**src/rtl/pc_fetch_unit_pkg.sv**
```systemverilog
// Shared definitions for the TP5 fetch/PC stage: FSM states, opcode and PC-source encodings.
// Also holds the branch-take rule used by the next-PC selector.
package pc_fetch_unit_pkg;

  typedef enum logic [1:0] {
    ST_FETCH  = 2'b00,
    ST_DECODE = 2'b01,
    ST_EXEC   = 2'b10
  } fetch_state_e;

  localparam logic [3:0] OP_JUMP = 4'b1011;
  localparam logic [3:0] OP_BEQ  = 4'b1100;
  localparam logic [3:0] OP_NOP  = 4'b1111;

  localparam logic [1:0] PC_SEQ = 2'b00;
  localparam logic [1:0] PC_BR  = 2'b01;
  localparam logic [1:0] PC_JMP = 2'b10;
  localparam logic [1:0] PC_RSV = 2'b11;

  // An unconditional write always wins, so ZERO only matters for the conditional write.
  function automatic logic pc_take(input logic esccp, input logic esccondcp, input logic zero);
    return esccp | (esccondcp & zero);
  endfunction

endpackage

```
**src/rtl/pc_fetch_unit_if.sv**
```systemverilog
// Bus bundle between the fetch stage, instruction memory and the control unit.
// The master modport is the fetch stage itself; slave is everything around it.
interface pc_fetch_unit_if #(
  parameter int PC_W    = 8,
  parameter int INSTR_W = 16
);
  logic               imem_req;
  logic [PC_W-1:0]    imem_addr;
  logic               imem_ack;
  logic [INSTR_W-1:0] imem_data;
  logic [3:0]         codop;
  logic [INSTR_W-1:0] instr;
  logic               instr_valid;
  logic               esccp;
  logic               esccondcp;
  logic [1:0]         fontecp;
  logic               zero;
  logic               stall;
  logic [PC_W-1:0]    pc;

  modport master (
    output imem_req, imem_addr, codop, instr, instr_valid, pc,
    input  imem_ack, imem_data, esccp, esccondcp, fontecp, zero, stall
  );

  modport slave (
    input  imem_req, imem_addr, codop, instr, instr_valid, pc,
    output imem_ack, imem_data, esccp, esccondcp, fontecp, zero, stall
  );
endinterface

```
**src/rtl/pc_fetch_unit_pc_next_mux.sv**
```systemverilog
// Combinational next-PC selector: sequential, relative branch or absolute jump.
// All arithmetic wraps modulo 2^PC_W.
module pc_next_mux
  import pc_fetch_unit_pkg::*;
#(
  parameter int PC_W = 8
) (
  input  logic [PC_W-1:0] pc,
  input  logic [PC_W-1:0] imm,
  input  logic            esccp,
  input  logic            esccondcp,
  input  logic            zero,
  input  logic [1:0]      fontecp,
  output logic [PC_W-1:0] pc_next
);

  logic [PC_W-1:0] pc_inc;

  assign pc_inc = pc + PC_W'(1);

  // The reserved source encoding falls back to sequential flow.
  always_comb begin
    pc_next = pc_inc;
    if (pc_take(esccp, esccondcp, zero)) begin
      case (fontecp)
        PC_BR:   pc_next = pc_inc + imm;
        PC_JMP:  pc_next = imm;
        default: pc_next = pc_inc;
      endcase
    end
  end

endmodule

```
**src/rtl/pc_fetch_unit.sv**
```systemverilog
// Fetch/PC stage of the TP5 multicycle core: FETCH -> DECODE -> EXEC loop holding PC and IR.
// IMEM_REQ and INSTR_VALID are registered from the next state so they change on clock edges only.
module pc_fetch_unit
  import pc_fetch_unit_pkg::*;
#(
  parameter int              PC_W     = 8,
  parameter int              INSTR_W  = 16,
  parameter logic [PC_W-1:0] RESET_PC = '0
) (
  input  logic           clk,
  input  logic           rst_n,
  pc_fetch_unit_if.master bus
);

  fetch_state_e       state_q, state_d;
  logic [PC_W-1:0]    pc_q, pc_d, pc_next;
  logic [INSTR_W-1:0] ir_q, ir_d;
  logic               imem_req_q, imem_req_d;
  logic               instr_valid_q, instr_valid_d;
  logic               fetch_done;

  // An ACK only counts while a request is actually on the bus.
  assign fetch_done = (state_q == ST_FETCH) && imem_req_q && bus.imem_ack;

  pc_next_mux #(.PC_W(PC_W)) u_pc_next_mux (
    .pc       (pc_q),
    .imm      (ir_q[PC_W-1:0]),
    .esccp    (bus.esccp),
    .esccondcp(bus.esccondcp),
    .zero     (bus.zero),
    .fontecp  (bus.fontecp),
    .pc_next  (pc_next)
  );

  always_comb begin
    state_d = state_q;
    pc_d    = pc_q;
    ir_d    = ir_q;
    case (state_q)
      ST_FETCH: begin
        if (fetch_done) begin
          ir_d    = bus.imem_data;
          state_d = ST_DECODE;
        end
      end
      ST_DECODE: state_d = ST_EXEC;
      ST_EXEC: begin
        if (!bus.stall) begin
          pc_d    = pc_next;
          state_d = ST_FETCH;
        end
      end
      default: state_d = ST_FETCH;
    endcase
    imem_req_d    = (state_d == ST_FETCH);
    instr_valid_d = (state_d == ST_DECODE);
  end

  always_ff @(posedge clk or negedge rst_n) begin
    if (!rst_n) begin
      state_q       <= ST_FETCH;
      pc_q          <= RESET_PC;
      ir_q          <= '0;
      imem_req_q    <= 1'b0;
      instr_valid_q <= 1'b0;
    end else begin
      state_q       <= state_d;
      pc_q          <= pc_d;
      ir_q          <= ir_d;
      imem_req_q    <= imem_req_d;
      instr_valid_q <= instr_valid_d;
    end
  end

  assign bus.imem_req    = imem_req_q;
  assign bus.imem_addr   = pc_q;
  assign bus.pc          = pc_q;
  assign bus.instr       = ir_q;
  assign bus.codop       = ir_q[INSTR_W-1 -: 4];
  assign bus.instr_valid = instr_valid_q;

endmodule
```
**src/flat_wrapper.sv**
```systemverilog
// flat-port wrapper written by rule: the top's interface ports become plain ports
module pc_fetch_unit_flat import pc_fetch_unit_pkg::*;
#(
  parameter int              PC_W     = 8,
  parameter int              INSTR_W  = 16,
  parameter logic [PC_W-1:0] RESET_PC = '0
)
  (clk, rst_n, bus_imem_req, bus_imem_addr, bus_codop, bus_instr, bus_instr_valid, bus_pc, bus_imem_ack, bus_imem_data, bus_esccp, bus_esccondcp, bus_fontecp, bus_zero, bus_stall);
  pc_fetch_unit_if #(.PC_W(PC_W), .INSTR_W(INSTR_W)) bus_i ();
  input  logic clk;
  input  logic rst_n;
  output wire logic [$bits(bus_i.imem_req)-1:0] bus_imem_req;
  output wire logic [$bits(bus_i.imem_addr)-1:0] bus_imem_addr;
  output wire logic [$bits(bus_i.codop)-1:0] bus_codop;
  output wire logic [$bits(bus_i.instr)-1:0] bus_instr;
  output wire logic [$bits(bus_i.instr_valid)-1:0] bus_instr_valid;
  output wire logic [$bits(bus_i.pc)-1:0] bus_pc;
  input wire logic [$bits(bus_i.imem_ack)-1:0] bus_imem_ack;
  input wire logic [$bits(bus_i.imem_data)-1:0] bus_imem_data;
  input wire logic [$bits(bus_i.esccp)-1:0] bus_esccp;
  input wire logic [$bits(bus_i.esccondcp)-1:0] bus_esccondcp;
  input wire logic [$bits(bus_i.fontecp)-1:0] bus_fontecp;
  input wire logic [$bits(bus_i.zero)-1:0] bus_zero;
  input wire logic [$bits(bus_i.stall)-1:0] bus_stall;
  assign bus_imem_req = bus_i.imem_req;
  assign bus_imem_addr = bus_i.imem_addr;
  assign bus_codop = bus_i.codop;
  assign bus_instr = bus_i.instr;
  assign bus_instr_valid = bus_i.instr_valid;
  assign bus_pc = bus_i.pc;
  assign bus_i.imem_ack = bus_imem_ack;
  assign bus_i.imem_data = bus_imem_data;
  assign bus_i.esccp = bus_esccp;
  assign bus_i.esccondcp = bus_esccondcp;
  assign bus_i.fontecp = bus_fontecp;
  assign bus_i.zero = bus_zero;
  assign bus_i.stall = bus_stall;
  pc_fetch_unit #(.PC_W(PC_W), .INSTR_W(INSTR_W), .RESET_PC(RESET_PC)) u_core (.clk(clk), .rst_n(rst_n), .bus(bus_i));
endmodule
```
**config.mk**
```make
export PLATFORM = sky130hd
export DESIGN_NAME = pc_fetch_unit_flat
export DESIGN_NICKNAME = d
export VERILOG_FILES = /design/src/rtl/pc_fetch_unit_pkg.sv /design/src/rtl/pc_fetch_unit_if.sv /design/src/rtl/pc_fetch_unit_pc_next_mux.sv /design/src/rtl/pc_fetch_unit.sv /design/src/flat_wrapper.sv
export SDC_FILE = /design/constraint.sdc
export NUM_CORES = 1
export LEC_CHECK = 0
export BUFFER_PORTS_ARGS = -buffer_cell sky130_fd_sc_hd__buf_2
export CAP_MARGIN = 0
export CORE_UTILIZATION = 50
export DETAILED_ROUTE_END_ITERATION = 8
export HOLD_SLACK_MARGIN = 0.15
export PLACE_DENSITY = 0.88
export SLEW_MARGIN = 20
export SYNTH_ARGS = -nofsm -noshare
export SYNTH_HDL_FRONTEND = slang
export SYNTH_HIERARCHICAL = 1
export SYNTH_SLANG_ARGS = --single-unit
```
**constraint.sdc**
```tcl
create_clock -name clk -period 2.6 [get_ports clk]
set_input_delay 0.65 -clock clk [delete_from_list [all_inputs] [get_ports clk]]
set_output_delay 0.65 -clock clk [all_outputs]
set_load 0.005 [all_outputs]
```
Yosys cells after proc, flatten, opt, wreduce, memory -nomap -nowiden
Index checks and enable logic that the tools add are counted.
{"block": "classes", "n_mux": 5, "add_sub_neg": 2, "n_reduce_logical": 6, "n_bitwise": 3, "eq_ne": 5}
{"operator": "8-bit one-hot mux with 2 select lines", "count": 1}
{"operator": "8-bit by 1-bit adder with 8-bit output (second input constant)", "count": 1}
{"operator": "8-bit adder", "count": 1}
{"operator": "8-bit 2-to-1 mux", "count": 1}
{"operator": "2-bit by 1-bit == test with 1-bit output (second input constant)", "count": 3}
{"operator": "2-bit one-hot mux with 3 select lines", "count": 1}
{"operator": "2-bit == test (second input constant)", "count": 2}
{"operator": "2-bit logical NOT", "count": 2}
{"operator": "2-bit 2-to-1 mux", "count": 2}
{"operator": "2-bit AND reduction", "count": 2}
{"operator": "1-bit logical AND", "count": 2}
{"operator": "1-bit bitwise AND", "count": 1}
{"operator": "1-bit NOT", "count": 1}
{"operator": "1-bit OR", "count": 1}
{"block": "word_totals", "in_bits": 25, "regBits": 28, "out_inout_bits": 38, "wordCells": 26}

Depth between registers and ports, before layout
{"block": "depth", "word_depth": 6, "ltp_mapped": 10, "ltp_nobuf": 10}

By module
The synthesis kept the hierarchy.
{"mod": "pc_fetch_unit", "area_each_um2": 1189.9, "cells_each": 74, "instances": 1, "seq_area_each_um2": 700.7}
{"mod": "pc_next_mux", "area_each_um2": 635.6, "cells_each": 91, "instances": 1, "seq_area_each_um2": 0.0}

Worst setup path after synthesis
OpenSTA, ideal clock, no wires.
{"block": "synth_timing", "path_kind": "flip-flop to flip-flop", "from": "register u_core.pc_q[0] (netlist: u_core/bus.imem_addr[0])", "to": "register u_core.pc_q[7] (netlist: u_core/bus.imem_addr[7])", "path_buffers": 0, "period_less_slack_ns": 2.362, "stages_incl_launch_ff": 11, "path_slack_ns": 0.238, "t_arrival_ns": 2.238, "t_required_ns": 2.475, "cell_sequence": "dfrtp_1 > ha_1 > nand3_1 > xnor2_1 > ha_1 > o211ai_1 > o21a_1 > o211ai_1 > mux2i_1 > a21o_1 > mux2_2"}
{"block": "synth_via", "elab_chain_cells": 4}
{"item": "start, declared", "line_no": "pc_fetch_unit.sv:16", "rtl": "logic [PC_W-1:0] pc_q, pc_d, pc_next;"}
{"item": "start signal, assigned", "line_no": "pc_fetch_unit.sv:68", "rtl": "pc_q <= pc_d;"}
{"item": "8-bit by 1-bit adder with 8-bit output *", "line_no": "pc_fetch_unit_pc_next_mux.sv:19", "rtl": "assign pc_inc = pc + PC_W'(1);"}
{"item": "8-bit adder", "line_no": "pc_fetch_unit_pc_next_mux.sv:26", "rtl": "PC_BR: pc_next = pc_inc + imm;"}
{"item": "8-bit one-hot mux with 2 select lines", "line_no": "pc_fetch_unit_pc_next_mux.sv:25", "rtl": "case (fontecp)"}
{"item": "8-bit 2-to-1 mux *", "line_no": "pc_fetch_unit_pc_next_mux.sv:24", "rtl": "if (pc_take(esccp, esccondcp, zero)) begin"}
{"item": "named net u_core.pc_next[7]", "line_no": "pc_fetch_unit.sv:16"}
The timed path passes the listed nets; every way through them passes the cells marked *.
A chain may end at the register's enable or synchronous reset.

Worst setup path in the final report
{"block": "layout_timing", "from": "register u_core.pc_q[1] (netlist: u_core/bus.imem_addr[1])", "to": "register u_core.pc_q[7] (netlist: u_core/bus.imem_addr[7])"}
Same word-level chain as after synthesis.

==> flow_summary.yaml <==
clock_tree:
  cts_max_path_buffers: 2
  cts.sinks: 28
  ctsHtreeMaxLevel: 1
  clkLatencyLatePin_ps: 330
  cts_tree: "done"
  cts_buffers: 3
  clk_pin_slew_worst_paths_ps: 140
  cts-root-buf: "clkbuf_4"
  hold_buffers: 0
finish:
  regArea_sq_um: 702
  drive_gt1_frac: 0.500
  antenna_cells: 0
  final_cell_mix: "buf_2 (62), dfrtp_1 (27), mux2_2 (15)"
  multi_input_area_sq_um: 1010
  nFillCells: 296
  syn2layout_area_growth_pct: 20.8
  layout_commonest_cell: "buf_2"
  fin_area_sq_um: 2200
  fin_cells: 268
  fin_nets: 260
floorplan:
  num_rows: 21
  pin_count: 63
  start_util: 0.534
  coreArea_sq_um: 3420
  die_h_um: 62.4
  dieArea_sq_um: 3900
  die_w_um: 62.4
run:
  cap_violations: 0
worst_setup_path:
  critical_path_class: "flip-flop to flip-flop"
  arrival_ps: 2700
  endpoint_kind: "flip-flop"
  cp-start-kind: "flip-flop"
  path_max_fanout: 5
  rrSetupSlack_ps: 140
  cp.required_ps: 2830
placement:
  routabilityCongestion: 0.930
  portBuffers: 62
  place_hpwl_um: 2900
  dp.cells: 261
  dpl-instance-area_sq_um: 2120
timing:
  finalSetupViolCount: 0
  fin_crit_ps: 2460
  worst_pin_slew_ps: 608
  min_period_over_period: 0.948
  slew_headroom: 0.595
  max_freq_mhz: 406
  fin_hold_ws_ps: 305
  fin_tns_setup_ps: 0
  clock-skew-final_ps: 3.92
  slew_viol_final: 0
  finalHoldViolCount: 0
drt:
  drc: 0
  wl_um: 3970
  dr.pass1.iters: 4
  drtIter0Drc: 60
  vias_per_cell: 5.51
  vias: 1478
  wire_per_inst_um: 14.8
  ant_nets: 0
logic_synthesis:
  synth_warnings: 6
  synth_ff_type: "dfrtp_1"
  synth_top_cell_area_share: 0.384
  yosysTopAreaCell: "dfrtp_1"
  synthDistinctLibCells: 36
  synth_edf_count: 0
  netlist_top_cells_area: "dfrtp_1 (38%), mux2_2 (9.3%), mux2_4 (7.4%), ha_1 (6.9%), buf_4 (5.3%)"
  synth_fp_nets: 201
  syn_area_per_cell_sq_um: 11.1
  synthArstFlopShare: 1.00
  synthCells: 165
  seq_area_frac_synth: 0.384
  syn-cell-area_sq_um: 1830
  ys_seq_elements: 28
min_path:
  hp-class: "primary input to asynchronous set/reset pin"
pwr:
  ir_drop_mv: 0.673
  p_leak_nw: 1.09
  p_total_mw: 3.08
  p_per_area_nw_per_um2: 1400
global_route:
  grt_pass1_vias: 1437
  overflow: 0
  grt_pass1_wl_um: 6550
  grt_start_max_net_pins: 29
  grt_use_total: 0.212
  antenna_found_initial: 0
run_status:
  status: "finished clean"
==> timing repair <==
item | in CTS | in global routing
setup buffers | 0 | 4
gates resized for setup | 0 | 8
setup endpoints to repair | 0 | 3
==> where the power goes <==
part | internal [mW] | total (mW) | switching, mW
Clock | 0.0545 | 0.176 | 0.122
Sequential | 0.653 | 0.890 | 0.237
Combinational | 1.11 | 2.02 | 0.904
==> flip-flops by register name (all words and copies together) (netlist names) <==
| signal | count |
|---|---|
| u_core/bus.imem_req | 1 |
| u_core/bus.imem_addr | 8 |
| u_core/state_q | 2 |
| u_core/bus.instr_valid | 1 |
| u_core/bus.instr | 16 |
==> worst paths after layout <==
| check | from | end | cells past startpoint |
|---|---|---|---|
| max | u_core/bus.imem_addr[1]$_DFFE_PN0P_ | u_core/bus.imem_addr[7]$_DFFE_PN0P_ | 10 |
| min | rst_n | u_core/state_q[1]$_DFF_PN0_ | 1 |
| max reg2reg | u_core/bus.imem_addr[1]$_DFFE_PN0P_ | u_core/bus.imem_addr[7]$_DFFE_PN0P_ | 10 |
| min reg2reg | u_core/bus.instr[11]$_DFFE_PN0P_ | u_core/bus.instr[11]$_DFFE_PN0P_ | 1 |
| max in group asynchronous | rst_n | u_core/bus.imem_addr[2]$_DFFE_PN0P_ | 1 |
| min in group clk | u_core/bus.instr[11]$_DFFE_PN0P_ | u_core/bus.instr[11]$_DFFE_PN0P_ | 1 |
==> Yosys cell counts, types with 3 or more instances <==
| library cell | instances |
|---|---|
| inv_1 | 8 |
| mux2_2 | 15 |
| nand3_1 | 7 |
| a21o_1 | 3 |
| o21a_1 | 4 |
| nor2_1 | 12 |
| ha_1 | 10 |
| dfrtp_1 | 28 |
| a21oi_1 | 8 |
| mux2_4 | 9 |
| o211ai_1 | 3 |
| buf_4 | 13 |
| o21ai_0 | 6 |
| a221oi_1 | 6 |
| xnor2_1 | 6 |
==> logic make-up (layout without fill, tap and decap cells) <==
group | Yosys count | in the layout | synth area share
AO/OA/AOI/OAI | 34 | 34 | 0.125
AND/OR/NAND/NOR | 34 | 34 | 0.114
flip-flops | 28 | 28 | 0.384
multiplexers | 25 | 25 | 0.172
buffers and inverters | 25 | 82 | 0.0870
adder cells (fa/ha/maj) | 11 | 11 | 0.0795
XOR/XNOR | 8 | 8 | 0.0384
==> stage by stage <==
stage / util / setup WS [ps]
final: 0.645 / 135
after global routing: 0.645 / -20.2
after CTS: 0.626 / 60.4
after detailed placement: 0.620 / 79.4
after global placement: 0.620 / 140
after floorplan: - / 238
==> critical path, stage by stage (launching register included) <==
cell and delay (ps):
dfrtp_1 420, ha_2 220, nand3_1 90, xnor2_1 150
ha_1 350, o211ai_1 120, o21a_1 230, o211ai_1 230
mux2i_1 110, a21o_1 180, mux2_2 260
==> area by class of cell <==
class                   count  area share
clock buffers               3      0.0102
well taps                  46      0.0261
flip-flops and latches     28       0.318
multi-input cells         112       0.460
repair buffers             71       0.171
inverters                   8      0.0136
==> routing by layer <==
metal,share of wire,vias up,wire length (um),track usage
li1,-,699,-,-
met2,0.50,69,2000,0.371
met3,0.060,6,237,0.0292
met5,0,-,0,0
met4,0.019,0,75,0.0988
met1,0.42,704,1660,0.257
Power figures use the tool's default switching activity.
